[config.mk]
export PLATFORM = sky130hd
export DESIGN_NAME = puf_crp_sequencer
export DESIGN_NICKNAME = d
export VERILOG_FILES = /design/src/rtl/puf_crp_sequencer.sv
export SDC_FILE = /design/constraint.sdc
export NUM_CORES = 1
export LEC_CHECK = 0
export CELL_PAD_IN_SITES_DETAIL_PLACEMENT = 2
export CELL_PAD_IN_SITES_GLOBAL_PLACEMENT = 2
export CORE_UTILIZATION = 26
export DETAILED_ROUTE_END_ITERATION = 10
export PLACE_DENSITY_LB_ADDON = 0.1
export SETUP_SLACK_MARGIN = 0.4
export SLEW_MARGIN = 40
export SYNTH_ARGS = -nofsm -noshare
export SYNTH_HDL_FRONTEND = slang
export SYNTH_SLANG_ARGS = --single-unit
[constraint.sdc]
create_clock -name clk -period 9.1 [get_ports clk]
set_input_delay 1.365 -clock clk [delete_from_list [all_inputs] [get_ports clk]]
set_output_delay 1.365 -clock clk [all_outputs]
set_load 0.05 [all_outputs]
[src/rtl/puf_crp_sequencer.sv]
// puf_crp_sequencer: sequences one challenge-response exchange with a PUF.
// A challenge from the UART receiver is latched, the PUF is held in reset for
// SETTLE_CYCLES, released, and its response (or CHECK_PATTERN) is handed to
// the 128-bit UART transmitter.
//
// Ports:
//   clk, rst                     clock, asynchronous active-high reset
//   rx_done, rx_data             challenge input (rising edge of rx_done = new word)
//   check                        1 = transmit CHECK_PATTERN instead of the response
//   puf_start, puf_challenge     PUF control (puf_start=0 holds the PUF in reset)
//   puf_done, puf_response       PUF completion (rising edge) and result
//   tx_start, tx_data, tx_done   transmitter handshake
//   busy, timeout_err, overrun   status (the two error flags are sticky)
//   crp_count                    completed transmissions, wraps at 2^16
//   state                        current FSM state code
module puf_crp_sequencer #(
  parameter int unsigned  SETTLE_CYCLES  = 16,
  parameter int unsigned  TIMEOUT_CYCLES = 1000000,
  parameter logic [127:0] CHECK_PATTERN  = 128'hABCDEF9876543210ABCDEF9876543210
) (
  input  logic         clk,
  input  logic         rst,
  input  logic         rx_done,
  input  logic [15:0]  rx_data,
  input  logic         check,
  output logic         puf_start,
  output logic [15:0]  puf_challenge,
  input  logic         puf_done,
  input  logic [127:0] puf_response,
  output logic         tx_start,
  output logic [127:0] tx_data,
  input  logic         tx_done,
  output logic         busy,
  output logic         timeout_err,
  output logic         overrun,
  output logic [15:0]  crp_count,
  output logic [2:0]   state
);

  typedef enum logic [2:0] {
    StIdle    = 3'd0,
    StSettle  = 3'd1,
    StEval    = 3'd2,
    StCapture = 3'd3,
    StSend    = 3'd4,
    StWaitTx  = 3'd5
  } state_e;

  state_e         state_q, state_d;
  logic [31:0]    wait_q, wait_d;
  logic [15:0]    challenge_q, challenge_d;
  logic [127:0]   tx_data_q, tx_data_d;
  logic           timeout_q, timeout_d;
  logic           overrun_q, overrun_d;
  logic [15:0]    crp_count_q, crp_count_d;
  logic           rx_done_q, puf_done_q, tx_done_q;
  logic           rx_rise, puf_rise, tx_rise;

  assign rx_rise  = rx_done & ~rx_done_q;
  assign puf_rise = puf_done & ~puf_done_q;
  assign tx_rise  = tx_done & ~tx_done_q;

  always_comb begin
    state_d     = state_q;
    challenge_d = challenge_q;
    tx_data_d   = tx_data_q;
    timeout_d   = timeout_q;
    overrun_d   = overrun_q;
    crp_count_d = crp_count_q;

    case (state_q)
      StIdle: begin
        if (rx_rise) begin
          challenge_d = rx_data;
          timeout_d   = 1'b0;
          overrun_d   = 1'b0;
          state_d     = StSettle;
        end
      end
      StSettle: begin
        if (wait_q == 32'(SETTLE_CYCLES - 1)) state_d = StEval;
      end
      StEval: begin
        // Completion wins over a timeout landing in the same cycle.
        if (puf_rise) begin
          state_d = StCapture;
        end else if (wait_q == 32'(TIMEOUT_CYCLES - 1)) begin
          timeout_d = 1'b1;
          state_d   = StIdle;
        end
      end
      StCapture: begin
        tx_data_d = check ? CHECK_PATTERN : puf_response;
        state_d   = StSend;
      end
      StSend: begin
        state_d = StWaitTx;
      end
      StWaitTx: begin
        if (tx_rise) begin
          crp_count_d = crp_count_q + 16'd1;
          state_d     = StIdle;
        end
      end
      default: begin
        state_d = StIdle;
      end
    endcase

    // A challenge arriving mid-transaction is dropped and flagged.
    if (rx_rise && (state_q != StIdle)) overrun_d = 1'b1;

    if (state_d != state_q) begin
      wait_d = '0;
    end else if (wait_q == 32'hFFFF_FFFF) begin
      wait_d = wait_q;
    end else begin
      wait_d = wait_q + 32'd1;
    end
  end

  always_ff @(posedge clk or posedge rst) begin
    if (rst) begin
      state_q     <= StIdle;
      wait_q      <= '0;
      challenge_q <= '0;
      tx_data_q   <= '0;
      timeout_q   <= 1'b0;
      overrun_q   <= 1'b0;
      crp_count_q <= '0;
      rx_done_q   <= 1'b0;
      puf_done_q  <= 1'b0;
      tx_done_q   <= 1'b0;
    end else begin
      state_q     <= state_d;
      wait_q      <= wait_d;
      challenge_q <= challenge_d;
      tx_data_q   <= tx_data_d;
      timeout_q   <= timeout_d;
      overrun_q   <= overrun_d;
      crp_count_q <= crp_count_d;
      rx_done_q   <= rx_done;
      puf_done_q  <= puf_done;
      tx_done_q   <= tx_done;
    end
  end

  // Decoded straight from the state register so reset forces them low at once.
  assign puf_start     = (state_q == StEval) || (state_q == StCapture) ||
                         (state_q == StSend) || (state_q == StWaitTx);
  assign tx_start      = (state_q == StSend);
  assign busy          = (state_q != StIdle);
  assign puf_challenge = challenge_q;
  assign tx_data       = tx_data_q;
  assign timeout_err   = timeout_q;
  assign overrun       = overrun_q;
  assign crp_count     = crp_count_q;
  assign state         = state_q;

endmodule

==> results by group <==
Timing
  – Min Tclk post-route: 3.457 ns
  – Worst-margin pin slew: 0.7615 ns
  – Period utilization: 37.98%
  – Final Hold Fails: 0
  – Max-slew headroom: 49.23%
  – Final setup viols: 0
  – Max frequency: 289.3 MHz
  – Fin Setup TNS: 0 ns
  – RSZ-0062 raised after global routing: false
  – Max-slew violations: 0
  – Hold slack: 0.4733 ns
  – Clk_skew: 0.02169 ns
  – Fin worst setup slack: 5.643 ns

Pwr
  – Pwr Total: 3816 uW
  – Power density cells: 295.9 nW/um^2
  – Worst VDD drop: 130.4 uV
  – Leakage power: 0.005462 uW

Setup path
  – Reg2Reg Launch Point: wait_q[0]
  – Origin of the worst setup path: state[2]
  – Crit-path max FO: 10
  – CP Capture Point: busy
  – CP arrival: 2.09 ns
  – Critical path class: reg -> out
  – Worst setup EP type: primary output
  – Worst r2r path cells: 6
  – Worst r2r dst: wait_q[28]
  – CP Launch Type: flip-flop
  – CP required: 7.74 ns
  – Worst R2R Setup Slack: 6.38 ns

Synthesis
  – Main synth FF type: dfrtp_1
  – Syn_area_per_cell: 9.710 sq um
  – Cell area after synthesis: 8681 sq um
  – Register area share after synthesis: 57.65%
  – Commonest cells in the synthesized netlist: 200 x dfrtp_1, 153 x nand2_1, 137 x o21ai_0
  – Ys async rst share: 100.0%
  – Synth Net Count: 1046
  – Most numerous cell in the Yosys netlist: dfrtp_1
  – Top cells by area, synth: dfrtp_1 58%, o21ai_0 7.9%, nand2_1 6.6%
  – Yosys cell types: 42
  – Synthesis Warnings: 0
  – Post-synth EDFFs: 0
  – Synth Register Bits: 200
  – Mapped Cells: 894
  – Cell taking the most area after synthesis: dfrtp_1
  – Top cell type's share of synthesized area: 57.65%

GRT
  – Antenna violations before repair: 3
  – Total gr overflow: 0
  – GRT Util Overall: 17.75%
  – Largest net degree at the start of global routing: 135
  – First-pass GRT wire length: 46.22 mm
  – Number of global-route vias before repair: 7948

Clock network
  – Reg clk slew, reported paths: 0.07 ns
  – CTS tree: built
  – Total CTS buffers: 17
  – CTS H-tree depth: 4
  – Hold-fix buffers at CTS: 0
  – CTS-repair resized insts: 0
  – Post-CTS setup buffer count: 0
  – Clock Path Buffers: 2
  – CTS root buf: clkbuf_16
  – Clock Sinks: 200
  – Clk_lat worst skew: 0.45 ns

Floorplanning
  – Die W: 184.7 um
  – Core Rows: 66
  – DIE HEIGHT: 184.7 um
  – Initial Utilization: 26.55%
  – Area of the die: 34120 sq um
  – Io pins: 318
  – Core ar.: 32700 sq um

Detailed routing
  – Routed len/inst: 18.23 um
  – Vias per cell: 4.640
  – Initial drt markers: 271
  – Final ANT Viol Nets: 0
  – 1st-pass router iterations: 4
  – Via count: 7601
  – Drt drc: 0
  – Final WL: 29.87 mm

Cells and area
  – Fillers: 3578
  – Share of post-route cells with drive strength above 1: 5.784%
  – Fin area: 12900 sq um
  – Storage cell area: 5005 sq um
  – Area Overhead vs Synth: 48.60%
  – Multi-input logic area: 3432 sq um
  – Nets: 1333

Place
  – Dpl ws: 5.412 ns
  – Post-DP Area: 12270 sq um
  – Detail Placement HPWL: 21.06 mm
  – GPL Wtd Cong: 0.7274
  – Buffers on Ports: 317

Outcome
  – Status: finished, final reports clean

Worst hold path
  – Min-Delay Path Class: reg -> reg

Job
  – Max-cap viol count: 0
## worst max-delay path, stage by stage (launching register included)
cell and delay, ns:
dfrtp_1 0.51, or3_1 0.44, clkdlybuf4s50_1 0.71
## layout by cell type, fill, tap and decap left out, types with 7 or more instances in the layout
cell type          n
a211oi_1          11
buf_4              7
clkbuf_16         17
clkdlybuf4s50_1  316
dfrtp_1          200
inv_1              7
mux2_2            17
nand2_1          153
nand2b_1          67
nand3_1           19
nand4_1           11
nor2_1            79
nor3_1            22
nor4_1            12
o21ai_0          137
or3_1             12
or4_1              7
xnor2_1           22
xor2_1            10
## per-layer routing
layer	part of all wire, %	routed length, um	GRT usage [%]	up-vias
li1	-	-	-	3604
met1	42	12620	21.80	3777
met2	49	14660	29.62	203
met3	7.7	2293	6.066	17
met4	0.98	294	4.496	0
met5	0	0	0	-
## cell type report
cell class / instances / area share [%]
Antenna cell: 3 / 0.05820
Multi-Input combinational cell: 627 / 26.61
Clock inverter: 13 / 1.048
Sequential cell: 200 / 38.80
Inverter: 8 / 0.3298
Clock buffer: 18 / 3.404
Tap cell: 442 / 4.287
Timing Repair Buffer: 327 / 25.47
## stage by stage
step,util (%),instances
final,39.45,1638
after global routing,39.44,1637
after CTS,39.28,1633
after detailed placement,37.52,1602
after global placement,37.48,1602
after floorplan,-,894
## report_power, final
part,switching [uW],total [uW],internal (uW),leakage [uW]
sequential,143,1270,1130,0.00220
combinational,1200,1770,577,0.00298
clock,379,772,393,0.000282
## how the worst min path moves through the flow
stage,start,endpoint,slack (ns),cells after the start
2_1_floorplan,rx_done_q,overrun,0.54,2
6_report,timeout_err,timeout_err,0.47,2
3_5_place_dp,timeout_err,timeout_err,0.47,2
3_3_place_gp,timeout_err,timeout_err,0.45,2
4_1_cts,timeout_err,timeout_err,0.48,2
5_1_grt,tx_data[122],tx_data[122],0.51,2
## logic make-up after synthesis
family,share of synthesized area (%)
compound gates,11.33
xor+xnor,3.228
fa+ha+maj,0.2882
buf+inv,2.911
flops,57.65
mux,2.436
simple gates,22.15
## registers in the layout, indices dropped and copies added (netlist names)
register	flops
crp_count	16
overrun	1
puf_challenge	16
puf_done_q	1
rx_done_q	1
state	3
timeout_err	1
tx_data	128
tx_done_q	1
wait_q	32
Power figures use the tool's default switching activity.
